[src/rtl/cpu_types_pkg.sv]
// Shared CPU types: data word, ALU opcodes, arbiter state and flag indices.
// Imported by the ALU arbiter and its round-robin grant helper.
package cpu_types_pkg;

   typedef logic [31:0] word_t;

   typedef enum logic [3:0] {
      ALU_ADD = 4'd0,
      ALU_SUB = 4'd1,
      ALU_AND = 4'd2,
      ALU_OR  = 4'd3,
      ALU_XOR = 4'd4
   } aluop_t;

   typedef enum logic [1:0] {
      IDLE = 2'd0,
      EXEC = 2'd1,
      RESP = 2'd2
   } arb_state_t;

   // Bit positions inside the {neg, overflow, zero} flag vector
   localparam int FLAG_ZERO = 0;
   localparam int FLAG_OVF  = 1;
   localparam int FLAG_NEG  = 2;

endpackage

[src/rtl/alu_arbiter_rr_grant2.sv]
// Two-way grant select: a lone requester always wins, a tie goes to prio.
// Ports: valid[1:0] requests, prio favoured index, grant[1:0] one-hot.
module rr_grant2
   import cpu_types_pkg::*;
(
   input  logic [1:0] valid,
   input  logic       prio,
   output logic [1:0] grant
);

   always_comb begin
      grant = valid;
      if (&valid) begin
         grant = prio ? 2'b10 : 2'b01;
      end
   end

endmodule

[src/rtl/alu_arbiter.sv]
// Shares one external ALU between two requesters: IDLE grants, EXEC runs
// the ALU, RESP holds the result until the owner takes it. Ports: CLK/RST,
// reqN_* request handshakes, respN_* response handshakes, alu_* to and
// from the shared ALU, grant_cntN statistics.
// Build option: ALU_ARB_STATS_EN enables saturating per-requester grant counters.
module alu_arbiter
   import cpu_types_pkg::*;
#(
   parameter bit RR_INIT = 1'b0
)
(
   input  logic        CLK,
   input  logic        RST,
   input  logic        req0_valid,
   output logic        req0_ready,
   input  word_t       req0_a,
   input  word_t       req0_b,
   input  aluop_t      req0_op,
   input  logic        req1_valid,
   output logic        req1_ready,
   input  word_t       req1_a,
   input  word_t       req1_b,
   input  aluop_t      req1_op,
   output logic        resp0_valid,
   input  logic        resp0_ready,
   output word_t       resp0_data,
   output logic [2:0]  resp0_flags,
   output logic        resp1_valid,
   input  logic        resp1_ready,
   output word_t       resp1_data,
   output logic [2:0]  resp1_flags,
   output word_t       alu_porta,
   output word_t       alu_portb,
   output aluop_t      alu_aluop,
   input  word_t       alu_out,
   input  logic        alu_neg,
   input  logic        alu_ovf,
   input  logic        alu_zero,
   output logic [15:0] grant_cnt0,
   output logic [15:0] grant_cnt1
);

   arb_state_t stateQ;
   logic       prioQ;
   logic       ownerQ;
   logic [1:0] grant;
   logic       accept;
   logic       respHs;
   logic [2:0] aluFlags;

   rr_grant2 uGrant (
      .valid ({req1_valid, req0_valid}),
      .prio  (prioQ),
      .grant (grant)
   );

   assign accept     = (stateQ == IDLE) && (|grant);
   assign req0_ready = accept & grant[0];
   assign req1_ready = accept & grant[1];

   // Response handshake of the current owner only
   assign respHs = ownerQ ? (resp1_valid & resp1_ready)
                          : (resp0_valid & resp0_ready);

   always_comb begin
      aluFlags = '0;
      aluFlags[FLAG_NEG]  = alu_neg;
      aluFlags[FLAG_OVF]  = alu_ovf;
      aluFlags[FLAG_ZERO] = alu_zero;
   end

   always_ff @(posedge CLK) begin
      if (RST) begin
         stateQ      <= IDLE;
         prioQ       <= RR_INIT;
         ownerQ      <= 1'b0;
         alu_porta   <= '0;
         alu_portb   <= '0;
         alu_aluop   <= ALU_ADD;
         resp0_valid <= 1'b0;
         resp0_data  <= '0;
         resp0_flags <= '0;
         resp1_valid <= 1'b0;
         resp1_data  <= '0;
         resp1_flags <= '0;
      end else begin
         unique case (stateQ)
            IDLE: begin
               if (accept) begin
                  ownerQ    <= grant[1];
                  alu_porta <= grant[1] ? req1_a  : req0_a;
                  alu_portb <= grant[1] ? req1_b  : req0_b;
                  alu_aluop <= grant[1] ? req1_op : req0_op;
                  stateQ    <= EXEC;
               end
            end
            EXEC: begin
               if (ownerQ) begin
                  resp1_data  <= alu_out;
                  resp1_flags <= aluFlags;
                  resp1_valid <= 1'b1;
               end else begin
                  resp0_data  <= alu_out;
                  resp0_flags <= aluFlags;
                  resp0_valid <= 1'b1;
               end
               stateQ <= RESP;
            end
            RESP: begin
               if (respHs) begin
                  resp0_valid <= 1'b0;
                  resp1_valid <= 1'b0;
                  prioQ       <= ~ownerQ;
                  stateQ      <= IDLE;
               end
            end
            default: stateQ <= IDLE;
         endcase
      end
   end

`ifdef ALU_ARB_STATS_EN
   logic [15:0] cnt0Q;
   logic [15:0] cnt1Q;

   always_ff @(posedge CLK) begin
      if (RST) begin
         cnt0Q <= '0;
         cnt1Q <= '0;
      end else if (accept) begin
         if (grant[0] && (cnt0Q != 16'hFFFF)) begin
            cnt0Q <= cnt0Q + 16'd1;
         end
         if (grant[1] && (cnt1Q != 16'hFFFF)) begin
            cnt1Q <= cnt1Q + 16'd1;
         end
      end
   end

   assign grant_cnt0 = cnt0Q;
   assign grant_cnt1 = cnt1Q;
`else
   assign grant_cnt0 = '0;
   assign grant_cnt1 = '0;
`endif

endmodule
[config.mk]
export PLATFORM = sky130hd
export DESIGN_NAME = alu_arbiter
export DESIGN_NICKNAME = d
export VERILOG_FILES = /design/src/rtl/cpu_types_pkg.sv /design/src/rtl/alu_arbiter_rr_grant2.sv /design/src/rtl/alu_arbiter.sv
export SDC_FILE = /design/constraint.sdc
export NUM_CORES = 1
export LEC_CHECK = 0
export ABC_AREA = 1
export ABC_CLOCK_PERIOD_IN_PS = 1580
export CAP_MARGIN = 10
export CORE_AREA = 2 2 135 137
export CTS_BUF_LIST = sky130_fd_sc_hd__clkbuf_2
export DETAILED_ROUTE_END_ITERATION = 8
export DIE_AREA = 0 0 137 139
export PLACE_DENSITY_LB_ADDON = 0.05
export SETUP_SLACK_MARGIN = 0.3
export SYNTH_ARGS = -nofsm -noshare
export SYNTH_HDL_FRONTEND = slang
export SYNTH_SLANG_ARGS = --single-unit
[constraint.sdc]
create_clock -name CLK -period 1.58 [get_ports CLK]
set_clock_uncertainty 0.15 [all_clocks]
set_input_delay 0.316 -clock CLK [delete_from_list [all_inputs] [get_ports CLK]]
set_output_delay 0.316 -clock CLK [all_outputs]
set_load 0.05 [all_outputs]
==> results.json <==
{
  "antenna_found_initial": 1,
  "drt_iter0_drc": 547,
  "grt_pass1_vias": 7705,
  "max_freq_ghz": 0.447,
  "clock_latency_ns": 0.78,
  "slew-limit-headroom_pct": 63.3,
  "fillCellCount": 950,
  "yosys_warnings": 0,
  "seqCellArea_um2": 3150,
  "place.gp.congestion": 0.779,
  "status": "finished, violations left",
  "power.leakage_nw": 6.37,
  "reg2reg_setup_slack_ns": -0.66,
  "cap_violations": 0,
  "violations": "negative setup slack",
  "fin_ws_ns": -0.657,
  "r2r_start": "stateQ[0]",
  "multi_input_area_um2": 3750,
  "rows": 49,
  "finish.utilization_pct": 84.5,
  "required_ns": 2.16,
  "finalSetupTns_ns": -71.65,
  "core_area_um2": 17700,
  "grtUsageTotal_pct": 28.6,
  "cp.arrival_ns": 2.82,
  "ant_nets": 0,
  "die_x_um": 137,
  "setup_violations": 245,
  "cts_buffers": 17,
  "rsz0062_at_grt": "true",
  "worst-r2r-cell-count": 16,
  "ys_ff_latch": 144,
  "die_h_um": 139,
  "pwr_density_cell_nw_per_um2": 837,
  "synth.distinct_cells": 17,
  "ios": 351,
  "critPathMaxFanout": 7,
  "grt_pass1_wl_um": 41500,
  "post-route-period-util_pct": 142,
  "route.vias.total": 8453,
  "dpl.hpwl_um": 15600,
  "initial_utilization_pct": 36.8,
  "cp-end-kind": "register",
  "wl_per_cell_um": 20.2,
  "clk_pin_slew_ns": 0.22,
  "viasPerCell": 5.08,
  "area_growth_pct": 129,
  "hold_start": "req1_b[14]",
  "slowest_delay_ns": 0.40,
  "min_path_type": "in -> reg",
  "clock-sinks": 144,
  "min_period_ns": 2.24,
  "fin_area_um2": 14900,
  "r2r-end": "resp0_data[17]",
  "place.port_buffers": 318,
  "start_kind": "register",
  "drc": 0,
  "drive_gt1_share_pct": 43.4,
  "detail_route.first_pass.iterations": 7,
  "ctsHtreeMaxLevel": 4,
  "nets": 1599,
  "crit_top_cell": "buf_6",
  "critPathKind": "reg -> reg",
  "slowest_stage": "dfxtp_4",
  "slew_viol_final": 0,
  "grt_max_degree": 89,
  "syn_inst": 964,
  "syn_area_per_cell_um2": 6.75,
  "worstPathCellList": "buf_6, buf_6, buf_6, buf_6, buf_6, buf_6, buf_6, inv_4, nor2_4, buf_6, buf_6, buf_12, buf_8, nand2_8, nand2_2, a21oi_2",
  "whs_path_depth": 5,
  "root_buffer": "clkbuf_2",
  "ys_seq_area_share_pct": 44.3,
  "clockBufferDepth": 2,
  "placed_cell_area_um2": 11300,
  "hold_violations": 0,
  "ir_drop_mv": 0.471,
  "grt_overflow": 0,
  "hold_end": "alu_portb[14]",
  "die_area_um2": 19000,
  "routed_wirelength_um": 33700,
  "tritoncts": "built",
  "worst_pin_slew_ns": 0.551,
  "syn_area_um2": 6510,
  "finalPower_w": 0.0125
}
-- cell families (layout without fill, tap and decap cells) --
family          Yosys count  after routing  synth area share [%]
compound gates          145            145                  11.2
buf+inv                 242            668                  16.6
flops                   144            144                  44.3
other cells               1             33                0.0576
simple gates            432            445                  27.8
-- metal layers --
layer | global-route usage, % | share of wire (%) | vias to the layer above
li1 | - | - | 3889
met1 | 30.1 | 34 | 3926
met2 | 50.2 | 51 | 484
met3 | 9.21 | 8.4 | 154
met4 | 15.0 | 6.5 | 0
met5 | 0 | 0 | -
-- worst max-delay path: cells and delay by family, from the launching register on --
kind	cells	cell delay [ns]
AND/OR/NAND/NOR	3	0.20
flip-flops	1	0.40
AO/OA/AOI/OAI	1	0.13
buffers and inverters	12	1.29
-- state kept, by name, indices dropped and copies added (netlist names) --
name         cells
resp0_flags      3
alu_aluop        4
alu_porta       32
resp1_valid      1
prioQ            1
resp1_data      32
resp1_flags      3
alu_portb       32
ownerQ           1
stateQ           2
resp0_data      32
resp0_valid      1
-- Yosys cell counts (all sizes together) --
cell    count  area, um^2
a21oi     143         716
buf        66         420
clkbuf     31         116
conb        1        3.75
dfxtp     144        2880
inv       145         544
nand2     285        1070
nand3     142         711
nor2        5        26.3
o21ai       2        13.8
-- layout make-up --
cell class / instances / share of cell area, %
timing repair buffer: 491 / 46.4
multi-input combinational: 622 / 25.1
sequential: 144 / 21.1
inverter: 145 / 3.83
tap: 229 / 1.92
clock inverter: 11 / 0.771
clock buffer: 20 / 0.671
timing repair inverter: 1 / 0.0755
antenna: 1 / 0.0168
-- cells in the final DEF, fill, tap and decap left out, types with 13 or more instances in the layout --
| cell type | instances |
|---|---|
| a21oi_1 | 75 |
| a21oi_2 | 68 |
| buf_12 | 166 |
| buf_4 | 44 |
| buf_6 | 17 |
| clkbuf_2 | 20 |
| clkdlybuf4s50_1 | 175 |
| conb_1 | 32 |
| dfxtp_2 | 106 |
| dfxtp_4 | 37 |
| dlygate4sd3_1 | 56 |
| inv_1 | 138 |
| nand2_1 | 221 |
| nand2_2 | 28 |
| nand2_4 | 36 |
| nand2_8 | 13 |
| nand3_1 | 108 |
| nand3_2 | 28 |
-- repair_timing --
item                       CTS  global route
hold buffers                55             1
gates resized for setup    226           239
pin swaps                   19            60
gates cloned                25            15
setup buffers               34            34
setup endpoints to repair  283           286
hold endpoints to repair   119             1
-- power by group --
group | switching, W | total (W) | internal [W]
combinational | 0.00308 | 0.00598 | 0.00290
clock | 0.00144 | 0.00216 | 0.000728
sequential | 0.000361 | 0.00435 | 0.00399
-- how the worst max path moves through the flow --
stage	from	end	slack [ns]	depth (start not counted)
final	stateQ[0]	resp0_data[17]	-0.66	16
after global routing	stateQ[0]	resp0_flags[2]	-0.74	15
after CTS	prioQ	req1_ready	-0.59	7
after detailed placement	req0_valid	alu_portb[31]	-0.38	6
after global placement	req1_valid	alu_portb[28]	-0.36	7
after floorplan	prioQ	req1_ready	0.01	8
-- through the flow --
stage	instances	worst slack, ns	hold WS [ns]
after detailed placement	1468	-0.384	0.315
final	1664	-0.657	0.0118
after global routing	1664	-0.745	-0.0259
after floorplan	995	0.0137	0.295
after CTS	1613	-0.594	0.000185
after global placement	1468	-0.360	0.309
Note: power is estimated with default switching activity, not from simulation.
